--- src/rtl/io_uart_pkg.sv ---
// io_uart_pkg: shared definitions for the UART blocks.
//   uart_tx_state_t           - transmitter FSM state encoding
//   UART_IDLE_LEVEL           - line level when no frame is on the wire
//   UART_DATA_BITS            - payload bits per frame (8N1)
//   UART_DEFAULT_CLKS_PER_BIT - 50 MHz / 115200 baud
package io_uart_pkg;

  typedef enum logic [2:0] {
    IDLE,
    FETCH,
    START,
    DATA,
    STOP
  } uart_tx_state_t;

  localparam logic UART_IDLE_LEVEL           = 1'b1;
  localparam int   UART_DATA_BITS            = 8;
  localparam int   UART_DEFAULT_CLKS_PER_BIT = 434;

endpackage

--- src/rtl/uart_baud_counter.sv ---
// uart_baud_counter: free-running 0..CLKS_PER_BIT-1 counter that marks the
// last clock of every bit period.
//   clk, reset - clock, synchronous active-high reset
//   clear      - hold the count at 0 (restarts a bit period next cycle)
//   bit_done   - high on the final cycle of a bit period
import io_uart_pkg::*;

module uart_baud_counter #(
  parameter int CLKS_PER_BIT = UART_DEFAULT_CLKS_PER_BIT
) (
  input  logic clk,
  input  logic reset,
  input  logic clear,
  output logic bit_done
);

  generate
    if (CLKS_PER_BIT < 2) begin : g_bad_clks_per_bit
      $error("uart_baud_counter: CLKS_PER_BIT must be >= 2");
    end
  endgenerate

  localparam int               CNT_W    = (CLKS_PER_BIT > 1) ? $clog2(CLKS_PER_BIT) : 1;
  localparam logic [CNT_W-1:0] CNT_LAST = CNT_W'(CLKS_PER_BIT - 1);

  logic [CNT_W-1:0] cnt_q;
  logic [CNT_W-1:0] cnt_d;

  always_comb begin
    cnt_d = cnt_q;
    if (clear || (cnt_q == CNT_LAST)) begin
      cnt_d = '0;
    end else begin
      cnt_d = cnt_q + CNT_W'(1);
    end
  end

  always_ff @(posedge clk) begin
    if (reset) begin
      cnt_q <= '0;
    end else begin
      cnt_q <= cnt_d;
    end
  end

  // A clear overrides a boundary so the caller always gets a full period.
  assign bit_done = !clear && (cnt_q == CNT_LAST);

endmodule

--- src/rtl/io_uart_tx.sv ---
// io_uart_tx: drains the core's output byte buffer onto an 8N1 UART line,
// LSB first, one pop per frame.
//   clk, reset  - clock, synchronous active-high reset
//   buf_avail   - bytes waiting in the output buffer
//   buf_data    - head-of-buffer byte (valid while buf_avail != 0)
//   buf_pop     - one-cycle pop strobe back to the buffer
//   tx          - serial line, idles high
//   busy        - a frame is being fetched or is on the line
//   bytes_sent  - count of completed frames (wraps)
import io_uart_pkg::*;

module io_uart_tx #(
  parameter int CLKS_PER_BIT    = UART_DEFAULT_CLKS_PER_BIT,
  parameter int BUF_COUNT_WIDTH = 32
) (
  input  logic                       clk,
  input  logic                       reset,
  input  logic [BUF_COUNT_WIDTH-1:0] buf_avail,
  input  logic [7:0]                 buf_data,
  output logic                       buf_pop,
  output logic                       tx,
  output logic                       busy,
  output logic [31:0]                bytes_sent
);

  uart_tx_state_t state_q, state_d;
  logic [7:0]     shift_q, shift_d;
  logic [2:0]     bit_cnt_q, bit_cnt_d;
  logic [31:0]    bytes_sent_q, bytes_sent_d;
  logic           tx_q, tx_d;
  logic           buf_pop_q, buf_pop_d;
  logic           busy_q, busy_d;
  logic           baud_clear;
  logic           bit_done;

  uart_baud_counter #(
    .CLKS_PER_BIT(CLKS_PER_BIT)
  ) u_baud (
    .clk     (clk),
    .reset   (reset),
    .clear   (baud_clear),
    .bit_done(bit_done)
  );

  always_comb begin
    state_d      = state_q;
    shift_d      = shift_q;
    bit_cnt_d    = bit_cnt_q;
    bytes_sent_d = bytes_sent_q;
    buf_pop_d    = 1'b0;
    baud_clear   = 1'b0;

    case (state_q)
      IDLE: begin
        baud_clear = 1'b1;
        if (buf_avail != '0) begin
          shift_d   = buf_data;
          buf_pop_d = 1'b1;
          state_d   = FETCH;
        end
      end
      FETCH: begin
        // buf_pop_q is high during this cycle; the buffer drops the byte
        // at the closing edge. Start the bit timing from zero.
        baud_clear = 1'b1;
        bit_cnt_d  = '0;
        state_d    = START;
      end
      START: begin
        if (bit_done) state_d = DATA;
      end
      DATA: begin
        if (bit_done) begin
          shift_d = {1'b0, shift_q[7:1]};
          if (bit_cnt_q == 3'(UART_DATA_BITS - 1)) begin
            state_d = STOP;
          end else begin
            bit_cnt_d = bit_cnt_q + 3'd1;
          end
        end
      end
      STOP: begin
        if (bit_done) begin
          bytes_sent_d = bytes_sent_q + 32'd1;
          state_d      = IDLE;
        end
      end
      default: state_d = IDLE;
    endcase

    // Line level follows the current state, so the registered tx trails the
    // state by one cycle; every bit still lasts exactly CLKS_PER_BIT cycles.
    case (state_q)
      START:   tx_d = 1'b0;
      DATA:    tx_d = shift_q[0];
      default: tx_d = UART_IDLE_LEVEL;
    endcase

    // Covers the FETCH cycle up front and the trailing cycle of the stop bit.
    busy_d = (state_q != IDLE) || (state_d != IDLE);
  end

  always_ff @(posedge clk) begin
    if (reset) begin
      state_q      <= IDLE;
      shift_q      <= '0;
      bit_cnt_q    <= '0;
      bytes_sent_q <= '0;
      tx_q         <= UART_IDLE_LEVEL;
      buf_pop_q    <= 1'b0;
      busy_q       <= 1'b0;
    end else begin
      state_q      <= state_d;
      shift_q      <= shift_d;
      bit_cnt_q    <= bit_cnt_d;
      bytes_sent_q <= bytes_sent_d;
      tx_q         <= tx_d;
      buf_pop_q    <= buf_pop_d;
      busy_q       <= busy_d;
    end
  end

  assign tx         = tx_q;
  assign buf_pop    = buf_pop_q;
  assign busy       = busy_q;
  assign bytes_sent = bytes_sent_q;

endmodule

--- config.mk ---
export PLATFORM = sky130hd
export DESIGN_NAME = io_uart_tx
export DESIGN_NICKNAME = d
export VERILOG_FILES = /design/src/rtl/io_uart_pkg.sv /design/src/rtl/uart_baud_counter.sv /design/src/rtl/io_uart_tx.sv
export SDC_FILE = /design/constraint.sdc
export NUM_CORES = 1
export LEC_CHECK = 0
export ABC_AREA = 1
export CORE_MARGIN = 3
export CORE_UTILIZATION = 35
export DETAILED_ROUTE_END_ITERATION = 12
export GPL_TIMING_DRIVEN = 0
export PLACE_DENSITY = 0.6
export SLEW_MARGIN = 5
export SYNTH_ARGS = -nofsm -noshare
export SYNTH_HDL_FRONTEND = slang
export SYNTH_HIERARCHICAL = 1
export SYNTH_SLANG_ARGS = --single-unit
--- constraint.sdc ---
create_clock -name clk -period 4.6 [get_ports clk]
set_input_delay 1.38 -clock clk [delete_from_list [all_inputs] [get_ports clk]]
set_output_delay 1.38 -clock clk [all_outputs]
set_load 0.05 [all_outputs]
==> results by group, run 1 <==
Logic synthesis
  • Top cell type's share of synthesized area: 0.3768
  • Xor and xnor fraction of the mapped netlist area: 0.01421
  • Syn Inst Count: 478
  • Adder-Cell Fraction of Synth Area: 0.02030
  • Main combinational cell family by area after synthesis: simple AND/OR/NAND/NOR gates
  • Cell taking the most area after synthesis: dfxtp_1
  • Syn nets: about 530
  • Synth Area in Compound Gates: 0.1056
  • Mean Syn Cell Area: between 6 and 7 sq um
  • Synthesized flop and latch total: 58
  • Main flop type after synthesis: dfxtp_1
  • Warning count from the yosys run: 6
  • Post-synthesis mux area share: 0
  • Post-synth ARST share: 0
  • Synth area leaders: dfxtp_1 38%, nand2_1 13%, nor2_1 11%
  • Synth Cell Area: 3082 sq um
  • Simple-gate portion of the synthesized area: 0.3938
  • EDFF count, synth: 0
  • Seq/Total Area, Yosys: 0.3768
  • Synth cell types: 30

Critical path
  • Crit start category: register
  • Crit path capture: bytes_sent[25]
  • RR Endpoint: bytes_sent[24]
  • Worst path slowest cell: clkdlybuf4s50_1
  • Worst Setup End Kind: output port
  • Reg-to-reg slack, setup: between 2 and 2.5 ns
  • Critical Path Source: bytes_sent[25]
  • R2r worst-path depth: 12
  • Crit path max-delay family: buffers and inverters
  • CP Class: register to output port
  • Crit. path cell count: 1
  • R2R Path Start: u_baud/cnt_q[0]
  • Crit path DAT: 1.67 ns
  • Critical path's largest stage delay: 0.86 ns
  • Worst EP required: 3.22 ns
  • Worst-path fanout max: 6
  • Critical path buffers and inverters: 1
  • Crit path cell chain: clkdlybuf4s50_1

Floorplanning
  • Core Box Area: approximately 8400 sq um
  • Io pins: 77
  • Die Wd: 99.84 um
  • DIE HEIGHT: approximately 100 um
  • Row Count: 33
  • Initial core utilization: 0.3677
  • Area of the die: 9967 sq um

STA
  • Fin Setup TNS: 0 ns
  • Final worst clock skew: a little over 0.007 ns
  • Slew Limit Fails: 0
  • # setup viols final: 0
  • Crit path time final: about 3.0 ns
  • Final Hold Fails: 0
  • F_max: 328.2 MHz
  • Worst slew pin tran: roughly 0.56 ns
  • Worst hold slack: 0.4714 ns
  • RSZ-0062 raised after global routing: false
  • Tcrit/Tclk final: 0.6624
  • Rel. slew slack: 0.6263

CTS
  • Clk pin slew, worst setup/hold paths: roughly 0.06 ns
  • Root Buffer: clkbuf_8
  • Postcts setup bufs: 0
  • Hold buffers post-CTS: 0
  • Clk sinks: 58
  • Longest Clk Path Bufs: 2
  • CTS buffer count: 9
  • Post-CTS Resized: 0
  • Clock H-tree levels: 3
  • CTS tree: done
  • Later-pin clock latency in the skew report: about 0.34 ns

Finish
  • Area Growth Syn to Fin: 34.10%
  • # diodes: 0
  • Most used cells in the layout excluding fill and tap cells: 106 x nand2_1, 93 x nor2_1, 76 x clkdlybuf4s50_1
  • # nets final: 612
  • Design Area, Final: 4133 sq um
  • Share of cells above drive strength 1: 0.05291
  • # fillers: between 800 and 900
  • Most common cell after layout, fill and taps aside: nand2_1

Global routing
  • Grt total ovfl: 0
  • Largest net degree at the start of global routing: 11
  • Number of global-route vias before repair: approximately 2,800
  • First-pass GRT wire length: 13,010 um
  • Antenna violations before repair: 0
  • Gr usage total: 0.1615

Detailed routing
  • DR vias/cell: ~4.7
  • First DRT Iteration DRCs: 144
  • Drt wl/cell: 11.67 um
  • Final WL: slightly below 8000 um
  • DR pass1 iterations: 4
  • Detail Route Antenna Nets: 0
  • # DRC: 0
  • Vias: about 3,200

Pwr
  • PD cells: roughly 270 nW/um^2
  • Max rail drop VDD: around 0.00015 V
  • P_leak: 1.571 nW
  • PnR Total Power: 1.119 mW

Placed design
  • Placed cell areas: 3974 sq um
  • # port buffers: between 70 and 80
  • Final HPWL DP: around 6100 um
  • Placer Congestion: a little over 0.8

Min path
  • Worst Min Path Start: bit_cnt_q[2]
  • Min-Delay Path Class: register to register

Run
  • Max Cap Viol: 0

Run status
  • Outcome: finished clean
==> registers in the layout, summed over array words and instances (netlist names) <==
| signal | cells |
|---|---|
| bit_cnt_q | 3 |
| buf_pop | 1 |
| busy | 1 |
| bytes_sent | 32 |
| shift_q | 8 |
| state_q | 3 |
| tx | 1 |
| u_baud/cnt_q | 9 |
==> through the flow <==
step	setup slack (ns)	cells	utilization
floorplan	2.176	478	-
global placement	1.489	659	0.4741
detailed placement	1.502	659	0.4741
CTS	1.529	672	0.4931
global route	1.455	672	0.4931
finish	1.553	672	0.4931
==> cells in the mapped netlist, types with 2 or more instances <==
library cell  number
nor2_2             2
dfxtp_1           58
o21bai_1           2
xnor2_1            2
nand2_1          106
nand3_1           44
nand2_2            4
ha_1               5
nor2_1            93
clkbuf_1           5
xor2_1             3
a21oi_1           34
o21ai_0           21
inv_1             63
nand4_1           11
nor3_1             6
nor2_4             6
==> kinds of logic (layout without fill, tap and decap cells) <==
logic type / Yosys count / in the layout
compound gates: 62 / 62
xor+xnor: 5 / 5
fa+ha+maj: 5 / 5
buf+inv: 72 / 161
flops: 58 / 58
simple gates: 276 / 276
==> how the worst min path moves through the flow <==
stage	endpoint	slack, ns	cells past startpoint
2_1_floorplan	u_baud/cnt_q[0]	0.44	1
3_3_place_gp	shift_q[7]	0.46	2
3_5_place_dp	bit_cnt_q[2]	0.46	2
4_1_cts	bit_cnt_q[2]	0.47	2
5_1_grt	shift_q[7]	0.50	2
6_report	bit_cnt_q[2]	0.47	2
==> power by group <==
part | switching (mW) | internal (mW)
clock | 0.188 | 0.216
combinational | 0.102 | 0.0760
sequential | 0.00998 | 0.526
==> worst reg2reg max path: stages (launching register included) <==
cell,delay [ns]
dfxtp_1,0.39
ha_1,0.17
nand2_1,0.05
nor2_1,0.12
nand2_2,0.08
nor2_1,0.43
nand3_4,0.21
nor2_4,0.17
nand2_2,0.10
nor2_4,0.21
nand2_1,0.13
o21ai_1,0.15
nor2_1,0.05
==> layout make-up <==
class,count,area [sq um],share of cell area
sequential,58,1161,0.2810
inverter,64,240.2,0.05813
tap,105,131.4,0.03179
clock buffer,13,158.9,0.03845
timing repair buffer,76,760.7,0.1841
buffer,8,35.03,0.008477
multi-input combinational,348,1645,0.3981
==> per-layer routing <==
metal / routed length [um] / track usage / vias up
li1: - / - / 1690
met1: 3721 / 0.2176 / 1442
met2: 3744 / 0.2545 / 51
met3: 297 / 0.04795 / 6
met4: 78 / 0.03887 / 0
met5: 0 / 0 / -
Power figures use the tool's default switching activity.
==> run 2, diff against run 1 <==
- PLACE_DENSITY: 0.6 -> 0.62
- clock period: 4.6 -> 2.5 ns (I/O delays scaled with it)
==> run 2 against run 1 <==
Combinational power is 85% higher; sequential share of layout area is 0.47 points lower; total power is 100% higher; final area is 1.7% higher; die area stayed put; count of clock-buffer cells in the layout is 2 lower; via count hardly changed; cell count is 0.45% higher; setup slack worse by 1.5 ns; core utilization is 0.84 points higher; register-to-register slack worse by 1.9 ns; critical path type unchanged.
==> results by group, run 2 (same netlist as run 1, synthesis figures left out) <==
Floorplanning
  • Row Count: 33 (unchanged)
  • Area of the die: 9967 sq um (unchanged)
  • Io pins: 77 (unchanged)
  • DIE HEIGHT: 99.84 um (unchanged)
  • Die Wd: 99.84 um (unchanged)
  • Core Box Area: 8382 sq um (unchanged)
  • Initial core utilization: 0.3677 (unchanged)

Finish
  • Largest register FFs: 32 (unchanged)
  • Share of cells above drive strength 1: 0.06140 (+0.008493)
  • FF+latch area: 1161 sq um (unchanged)
  • Core Util, Final: 0.5014 (+0.008359)
  • # nets final: 612 (unchanged)
  • Most used cells in the layout excluding fill and tap cells: 106 x nand2_1, 92 x nor2_1, 75 x clkdlybuf4s50_1
  • Area Growth Syn to Fin: 36.38%
  • # diodes: 0 (unchanged)
  • Most common cell after layout, fill and taps aside: nand2_1
  • Multi-input gate area: 1653 sq um (+0.46%)
  • # fillers: 843 (-5.6%)
  • Design Area, Final: 4203 sq um (+1.7%)

STA
  • RSZ-0062 raised after global routing: false
  • Fin Setup TNS: 0 ns (unchanged)
  • Crit path time final: approximately 2.4 ns
  • Rel. slew slack: 0.6191 (-0.007188)
  • Final Hold Fails: 0 (unchanged)
  • Slew Limit Fails: 0 (unchanged)
  • Final worst clock skew: 0.01037 ns (+0.003240 ns)
  • Worst slew pin tran: 0.5670 ns (+0.01070 ns)
  • F_max: ~410 MHz
  • Final setup margin: 0.08274 ns (-1.470 ns)
  • Tcrit/Tclk final: 0.9669
  • # setup viols final: 0 (unchanged)

Run status
  • Outcome: finished clean

CTS
  • Longest Clk Path Bufs: 2 (unchanged)
  • CTS tree: done
  • Clk sinks: 58 (unchanged)
  • Later-pin clock latency in the skew report: 0.34 ns (about the same)
  • Clock H-tree levels: 3 (unchanged)
  • Root Buffer: clkbuf_8
  • Clk pin slew, worst setup/hold paths: 0.07 ns (about the same)
  • CTS buffer count: 9 (unchanged)

Min path
  • Min-Delay Path Class: register to register

Pwr
  • Max rail drop VDD: 0.0003020 V (+100%)
  • PD cells: 542.0 nW/um^2 (+100%)
  • P_leak: 1.617 nW (+2.9%)

Global routing
  • Largest net degree at the start of global routing: 11 (unchanged)
  • Gr usage total: 0.1591 (-0.002437)
  • Antenna violations before repair: 0 (unchanged)
  • Number of global-route vias before repair: 2,725 (-2.2%)
  • Grt total ovfl: 0 (unchanged)
  • First-pass GRT wire length: 12,730 um (-2.1%)

Detailed routing
  • M1 WL: 3685 um (-0.97%)
  • Met3 wire len: 330 um (+11%)
  • First DRT Iteration DRCs: 155 (+7.6%)
  • DR vias/cell: 4.720 (-0.54%)
  • # DRC: 0 (unchanged)
  • Top sig layer: met4
  • Detail Route Antenna Nets: 0 (unchanged)
  • Drt wl/cell: 11.60 um (-0.60%)
  • DR pass1 iterations: 4 (unchanged)
  • Met2 wire len: 3702 um (-1.1%)
  • Vias: 3,186 (-0.094%)
  • Final WL: 7829 um (-0.15%)

Placed design
  • Placer Congestion: 0.8248 (-0.39%)
  • # port buffers: 76 (unchanged)
  • Final HPWL DP: 6033 um (-1.6%)
  • Dpl ws: -0.001510 ns (-1.504 ns)
  • Placed cell areas: 3974 sq um (unchanged)

Critical path
  • Worst EP required: 1.75 ns (-1.47 ns)
  • Worst path slowest cell: clkdlybuf4s50_1
  • CP Class: register to output port
  • Critical path's largest stage delay: 0.86 ns (about the same)
  • Crit path max-delay family: buffers and inverters
  • Worst-path fanout max: 6 (unchanged)
  • Crit path cell chain: clkdlybuf4s50_1
  • Crit start category: register
  • Critical path buffers and inverters: 1 (unchanged)
  • Crit path DAT: 1.67 ns (about the same)
  • Worst Setup End Kind: output port

Run
  • Max Cap Viol: 0 (unchanged)
==> run 2: cell types whose count changed in the layout (fill, tap and decap cells not counted) <==
| cell | change |
|---|---|
| dlymetal6s2s_1 | +1 |
| clkinv_2 | +2 |
| clkbuf_1 | -1 |
| clkbuf_8 | -1 |
| clkinvlp_4 | +1 |
| bufinv_16 | +2 |
| nor2_4 | +1 |
| clkdlybuf4s50_1 | -1 |
| nor2_1 | -1 |
==> run 2: worst paths after layout <==
check | from | endpoint | slack [ns] | cells after the start
worst max-delay path | bytes_sent[25] | bytes_sent[25] | 0.08 | 1
worst min-delay path | bit_cnt_q[2] | bit_cnt_q[2] | 0.47 | 2
worst max register to register | state_q[2] | bytes_sent[24] | 0.36 | 11
worst min register to register | bit_cnt_q[2] | bit_cnt_q[2] | 0.47 | 2
==> run 2: through the flow <==
| step | std cells | hold slack [ns] | power [mW] |
|---|---|---|---|
| 2_1_floorplan | 478 | 0.4445 | 1.206 |
| 3_3_place_gp | 659 | 0.4571 | 1.329 |
| 3_5_place_dp | 659 | 0.4688 | 1.334 |
| 4_1_cts | 675 | 0.4765 | 2.303 |
| 5_1_grt | 675 | 0.4868 | 2.394 |
| 6_report | 675 | 0.4744 | 2.278 |
==> run 2: final cells by class <==
cell class	instances	share of cell area
multi-input combinational	348	0.3933
clock buffer	11	0.03364
buffer	8	0.008336
sequential	58	0.2763
tap	105	0.03126
inverter	64	0.05716
timing repair buffer	76	0.1816
clock inverter	5	0.01846
==> run 2: routing by layer <==
layer / vias to the layer above / global-route usage
met5: - / 0
met4: 0 / 0.05042
met3: 9 / 0.04031
met2: 52 / 0.2560
met1: 1436 / 0.2093
li1: 1689 / -
==> run 2: what timing repair did <==
action,in CTS,in global routing
setup buffers,0,0
endpoints found under the setup margin,0,21
resized for setup,0,3
hold buffers,0,0
==> run 2: report_power, final <==
group	internal (mW)	switching, mW	total (mW)
clock network	0.585	0.378	0.963
logic	0.140	0.190	0.330
registers	0.967	0.0178	0.985
total	1.69	0.586	2.28
